==> config.mk <==
export PLATFORM = sky130hd
export DESIGN_NAME = controlador_rega
export DESIGN_NICKNAME = d
export VERILOG_FILES = /design/src/rtl/controlador_rega.sv
export SDC_FILE = /design/constraint.sdc
export NUM_CORES = 1
export LEC_CHECK = 0
export BUFFER_PORTS_ARGS = -buffer_cell sky130_fd_sc_hd__buf_2
export CAP_MARGIN = 40
export CELL_PAD_IN_SITES_DETAIL_PLACEMENT = 0
export CELL_PAD_IN_SITES_GLOBAL_PLACEMENT = 1
export CORE_MARGIN = 5
export CORE_UTILIZATION = 48
export CTS_CLUSTER_SIZE = 10
export DETAILED_ROUTE_END_ITERATION = 10
export HOLD_SLACK_MARGIN = 0.1
export PLACE_DENSITY = 0.82
export SETUP_SLACK_MARGIN = 0.05
export SLEW_MARGIN = 20
export SYNTH_ARGS = -nofsm -noshare
export SYNTH_HDL_FRONTEND = slang
export SYNTH_SLANG_ARGS = --single-unit
==> constraint.sdc <==
create_clock -name clk -period 4.9 [get_ports clk]
set_input_delay 0.98 -clock clk [delete_from_list [all_inputs] [get_ports clk]]
set_output_delay 0.98 -clock clk [all_outputs]
set_load 0.01 [all_outputs]
==> src/rtl/controlador_rega.sv <==
// controlador_rega: irrigation decision FSM feeding the irrigation-type 7-segment driver.
// Optional macro CONTROLE_NIVEL_EN enables the reservoir-low sensor and the ALARME state.
module controlador_rega #(
   parameter int PRESCALE      = 50000000,
   parameter int T_ASPERSAO    = 30,
   parameter int T_GOTEJAMENTO = 90,
   parameter int T_PAUSA       = 20,
   parameter int W_TEMPO       = 8
) (
   input  logic               clk,
   input  logic               rst_n,
   input  logic               habilitar,
   input  logic [1:0]         umidade,
   input  logic               chuva,
   input  logic               nivel_baixo,
   output logic               aspersao,
   output logic               gotejamento,
   output logic               valvula,
   output logic               alarme,
   output logic [W_TEMPO-1:0] tempo_restante
);

   localparam int                 PS_W    = (PRESCALE > 2) ? $clog2(PRESCALE) : 1;
   localparam logic [PS_W-1:0]    PS_MAX  = PS_W'(PRESCALE - 1);
   localparam logic [W_TEMPO-1:0] LD_ASP  = W_TEMPO'(T_ASPERSAO);
   localparam logic [W_TEMPO-1:0] LD_GOT  = W_TEMPO'(T_GOTEJAMENTO);
   localparam logic [W_TEMPO-1:0] LD_PAU  = W_TEMPO'(T_PAUSA);
   localparam logic [W_TEMPO-1:0] TMR_ONE = W_TEMPO'(1);

   typedef enum logic [2:0] {
      ST_OCIOSO      = 3'd0,
      ST_AVALIA      = 3'd1,
      ST_ASPERSAO    = 3'd2,
      ST_GOTEJAMENTO = 3'd3,
      ST_PAUSA       = 3'd4
`ifdef CONTROLE_NIVEL_EN
      , ST_ALARME    = 3'd5
`endif
   } estado_t;

   function automatic logic temporizado(input estado_t e);
      return (e == ST_ASPERSAO) || (e == ST_GOTEJAMENTO) || (e == ST_PAUSA);
   endfunction

   logic               r_hab_s1, r_hab_s2;
   logic [1:0]         r_umi_s1, r_umi_s2;
   logic               r_chuva_s1, r_chuva_s2;
`ifdef CONTROLE_NIVEL_EN
   logic               r_nivel_s1, r_nivel_s2;
   logic               r_alarme;
`else
   logic               w_unused_nivel;
`endif

   estado_t            r_estado, w_prox;
   logic [PS_W-1:0]    r_presc;
   logic [W_TEMPO-1:0] r_timer;
   logic               r_aspersao, r_gotejamento, r_valvula;

   logic               w_tick, w_expira, w_entra;
   logic [W_TEMPO-1:0] w_carga;

   assign w_tick   = (r_presc == PS_MAX);
   assign w_expira = w_tick && (r_timer == TMR_ONE);
   assign w_entra  = temporizado(w_prox) && (w_prox != r_estado);

   // Next-state decision: every branch uses only synchronized inputs,
   // and within each state the checks are ordered by priority.
   always_comb begin
      w_prox = r_estado;
      case (r_estado)
         ST_OCIOSO: begin
            if (r_hab_s2) w_prox = ST_AVALIA;
         end
         ST_AVALIA: begin
            if (!r_hab_s2)                      w_prox = ST_OCIOSO;
`ifdef CONTROLE_NIVEL_EN
            else if (r_nivel_s2)                w_prox = ST_ALARME;
`endif
            else if (r_chuva_s2 || r_umi_s2[1]) w_prox = ST_OCIOSO;
            else if (r_umi_s2 == 2'b00)         w_prox = ST_ASPERSAO;
            else                                w_prox = ST_GOTEJAMENTO;
         end
         ST_ASPERSAO, ST_GOTEJAMENTO: begin
            if (!r_hab_s2)                                   w_prox = ST_OCIOSO;
`ifdef CONTROLE_NIVEL_EN
            else if (r_nivel_s2)                             w_prox = ST_ALARME;
`endif
            else if (r_chuva_s2 || (r_umi_s2 == 2'b11))      w_prox = ST_PAUSA;
            else if (w_expira)                               w_prox = ST_PAUSA;
         end
         ST_PAUSA: begin
            if (!r_hab_s2)     w_prox = ST_OCIOSO;
            else if (w_expira) w_prox = ST_AVALIA;
         end
`ifdef CONTROLE_NIVEL_EN
         ST_ALARME: begin
            // Leaving requires the operator to disable after the reservoir refills.
            if (!r_nivel_s2 && !r_hab_s2) w_prox = ST_OCIOSO;
         end
`endif
         default: w_prox = ST_OCIOSO;
      endcase
   end

   always_comb begin
      w_carga = '0;
      case (w_prox)
         ST_ASPERSAO:    w_carga = LD_ASP;
         ST_GOTEJAMENTO: w_carga = LD_GOT;
         ST_PAUSA:       w_carga = LD_PAU;
         default:        w_carga = '0;
      endcase
   end

   always_ff @(posedge clk) begin
      if (!rst_n) begin
         r_hab_s1      <= 1'b0;
         r_hab_s2      <= 1'b0;
         r_umi_s1      <= 2'b00;
         r_umi_s2      <= 2'b00;
         r_chuva_s1    <= 1'b0;
         r_chuva_s2    <= 1'b0;
`ifdef CONTROLE_NIVEL_EN
         r_nivel_s1    <= 1'b0;
         r_nivel_s2    <= 1'b0;
         r_alarme      <= 1'b0;
`endif
         r_estado      <= ST_OCIOSO;
         r_presc       <= '0;
         r_timer       <= '0;
         r_aspersao    <= 1'b0;
         r_gotejamento <= 1'b0;
         r_valvula     <= 1'b0;
      end else begin
         r_hab_s1      <= habilitar;
         r_hab_s2      <= r_hab_s1;
         r_umi_s1      <= umidade;
         r_umi_s2      <= r_umi_s1;
         r_chuva_s1    <= chuva;
         r_chuva_s2    <= r_chuva_s1;
`ifdef CONTROLE_NIVEL_EN
         r_nivel_s1    <= nivel_baixo;
         r_nivel_s2    <= r_nivel_s1;
         r_alarme      <= (w_prox == ST_ALARME);
`endif
         r_estado      <= w_prox;

         // Restarting the prescaler on entry makes each timed state exactly T*PRESCALE cycles.
         if (w_entra || w_tick) r_presc <= '0;
         else                   r_presc <= r_presc + PS_W'(1);

         if (w_entra)                   r_timer <= w_carga;
         else if (!temporizado(w_prox)) r_timer <= '0;
         else if (w_tick)               r_timer <= r_timer - TMR_ONE;

         r_aspersao    <= (w_prox == ST_ASPERSAO);
         r_gotejamento <= (w_prox == ST_GOTEJAMENTO);
         r_valvula     <= (w_prox == ST_ASPERSAO) || (w_prox == ST_GOTEJAMENTO);
      end
   end

`ifdef CONTROLE_NIVEL_EN
   assign alarme = r_alarme;
`else
   assign w_unused_nivel = nivel_baixo;
   assign alarme         = 1'b0;
`endif

   assign aspersao       = r_aspersao;
   assign gotejamento    = r_gotejamento;
   assign valvula        = r_valvula;
   assign tempo_restante = r_timer;

endmodule

==> metrics.yaml <==
placement.io_buffers: 16
layout-drive-gt1-share_pct: 16.29
cts_hold_buf: 0
die_y_um: 78
synth_warnings: 0
antennaDiodeCount: 0
holdWs_ps: 432.1
design_area_um2: 2402
hold_class: "reg -> reg"
p_sw_share_pct: 22.73
fin_crit_ps: 3015
post-dp-hpwl_um: 2793
start_util_pct: 50.28
cts_tree: "built"
cp_common_cell: "or3_1"
area_delta_synth_final_pct: 8.230
worst-path-buf-inv: 1
layout_common_cells: "dfxtp_1 (48), nor2_1 (40), nand3_1 (16), xor2_1 (16), buf_2 (16)"
ys_seq_area_share_pct: 43.29
finalHoldViolCount: 0
fin_tns_setup_ps: 0
clock_power_share_pct: 35.0
cp_slowest_stage_delay_ps: 620
wl_per_cell_um: 12.23
place_ws_ps: 1871
routed-via-count: 1661
postPlaceCellArea_um2: 2315
internal_power_mw: 0.5039
status: "complete, no violations"
timing.final.crit_share_pct: 61.54
grt_max_degree: 27
critical_path_class: "reg -> reg"
slew_violations: 0
post-cts-setup-buffers: 0
worstSkewPairLatency_ps: 300
end_kind: "flop"
cts_buffers: 5
die_width_um: 78
synth_cell_types: 46
setup_viol: 0
p_per_area_nw_per_um2: 271.4
fin_skew_ps: 7.486
worst_ep_required_time_ps: 5070
setup.worst_path.start_class: "flop"
rows: 24
synthTopCellsByArea: "dfxtp_1 (43%), nor2_1 (6.8%), xor2_1 (6.3%)"
ir_drop_mv: 0.1634
finalPower_mw: 0.6521
synth_nets: 255
rsz0062_at_grt: "no"
viasPerCell: 5.256
htree_levels: 2
layout_commonest_cell: "dfxtp_1"
grt_pass1_vias: 1501
first_iter_violations: 70
comb_power_share_pct: 3.7
setup_slack_ps: 1885
tightest_slew_ps: 741.0
ant_nets: 0
nNetsFinal: 273
synth.top_cell.area_share_pct: 43.29
wirelength_um: 3866
crit_fanout: 26
maxCapViolCount: 0
p_leak_nw: 0.9108
synth_edf_count: 0
yosys_register_bits: 48
cts.sinks: 48
pwr-share-seq_pct: 61.3
synthArstFlopShare_pct: 0
core_area_um2: 4414
drc: 0
critPathSlowestCell: "or4b_4"
die-area_um2: 6084
cts-root-buf: "clkbuf_8"
cp.arrival_ps: 3190
synth_ff_type: "dfxtp_1"
synth_area_um2: 2220
relSlewSlack_pct: 50.15
avgSynthCellArea_um2: 9.060
finalWeightedCongestion: 0.7634
switching_power_mw: 0.1482
grt_first_pass_wirelength_um: 6555
crit_family: "simple AND/OR/NAND/NOR gates"
first_pass_iters: 4
critical_path.cell_chain: "ha_1 -> nand3_1 -> or4b_4 -> or3_1 -> a211oi_1 -> or3_1 -> a211o_1 -> buf_4 -> nor2_1"
yosys.area.top_type: "dfxtp_1"
cts.clk_slew.worst_paths_ps: 90
ioPinCount: 19
grtUsageTotal_pct: 13.05
antenna_found_initial: 0
cts_buffer_depth: 2
overflow: 0
cts_resized: 0
fmax_mhz: 331.6
syn_inst: 245
## Yosys cell counts, types with 2 or more instances
cell type	count
nor2_1	40
a21oi_1	6
nor4_1	6
nand4_1	7
nand3_1	16
o21ai_0	4
nor2_2	4
xor2_1	16
ha_1	3
nor3_1	5
xnor2_1	12
nor2_4	8
nand2_1	14
or3_1	2
and2_1	9
and3_1	2
nor3b_1	3
or2_2	2
clkbuf_1	2
dfxtp_1	48
nor2b_1	3
buf_6	2
inv_1	6
nand2b_1	3
## metrics by stage
| step | std cells | util, % |
|---|---|---|
| CTS | 316 | 54.42 |
| global route | 316 | 54.42 |
| floorplan | 245 | - |
| detailed placement | 308 | 52.44 |
| finish | 316 | 54.42 |
| global placement | 308 | 52.44 |
## cell type report
| cell class | instances | area, um^2 |
|---|---|---|
| sequential | 48 | 960.9 |
| clock inverter | 3 | 18.77 |
| timing repair buffer | 17 | 87.58 |
| inverter | 6 | 22.52 |
| fill | 419 | 2012 |
| clock buffer | 5 | 68.82 |
| tap | 52 | 65.06 |
| multi-input combinational | 185 | 1179 |
## state kept, by name, summed over array words and instances (netlist names)
name / cells
aspersao: 1
gotejamento: 1
r_chuva_s1: 1
r_chuva_s2: 1
r_estado: 3
r_hab_s1: 1
r_hab_s2: 1
r_presc: 26
r_umi_s1: 2
r_umi_s2: 2
tempo_restante: 8
valvula: 1
## path summary, 6_finish.rpt
check / start / to / slack, ps / depth (start not counted)
worst min register to register: r_hab_s1$_SDFF_PN0_ / r_hab_s2$_SDFF_PN0_ / 430 / 1
worst max-delay path: r_presc[0]$_SDFF_PP0_ / r_presc[12]$_SDFF_PP0_ / 1880 / 9
worst max register to register: r_presc[0]$_SDFF_PP0_ / r_presc[12]$_SDFF_PP0_ / 1880 / 9
worst min-delay path: r_hab_s1$_SDFF_PN0_ / r_hab_s2$_SDFF_PN0_ / 430 / 1
## power groups by stage
stage / Clock (mW) / Combinational (mW) / Sequential [mW]
detailed placement: 0 / 0.0240 / 0.409
finish: 0.229 / 0.0239 / 0.400
global route: 0.257 / 0.0267 / 0.401
global placement: 0 / 0.0239 / 0.409
CTS: 0.241 / 0.0241 / 0.400
floorplan: 0 / 0.0226 / 0.407
## logic make-up after synthesis
kind of cell	count (synthesis)	synth area share, %
AOI/OAI and AO/OA	23	7.385
xor gates and xnor gates	28	11.05
adders and majority gates	3	1.691
buffers and inverters	12	3.608
DFF	48	43.29
muxes	1	0.4510
other	1	0.1689
and+or+nand+nor	129	32.36
## per-layer routing
metal	vias up	routed length [um]	track usage, %
met4	0	76	6.588
met1	756	1878	16.54
met2	28	1771	20.78
met3	7	140	2.894
li1	870	-	-
met5	-	0	0
No activity file was read; power rests on OpenSTA's default activity.
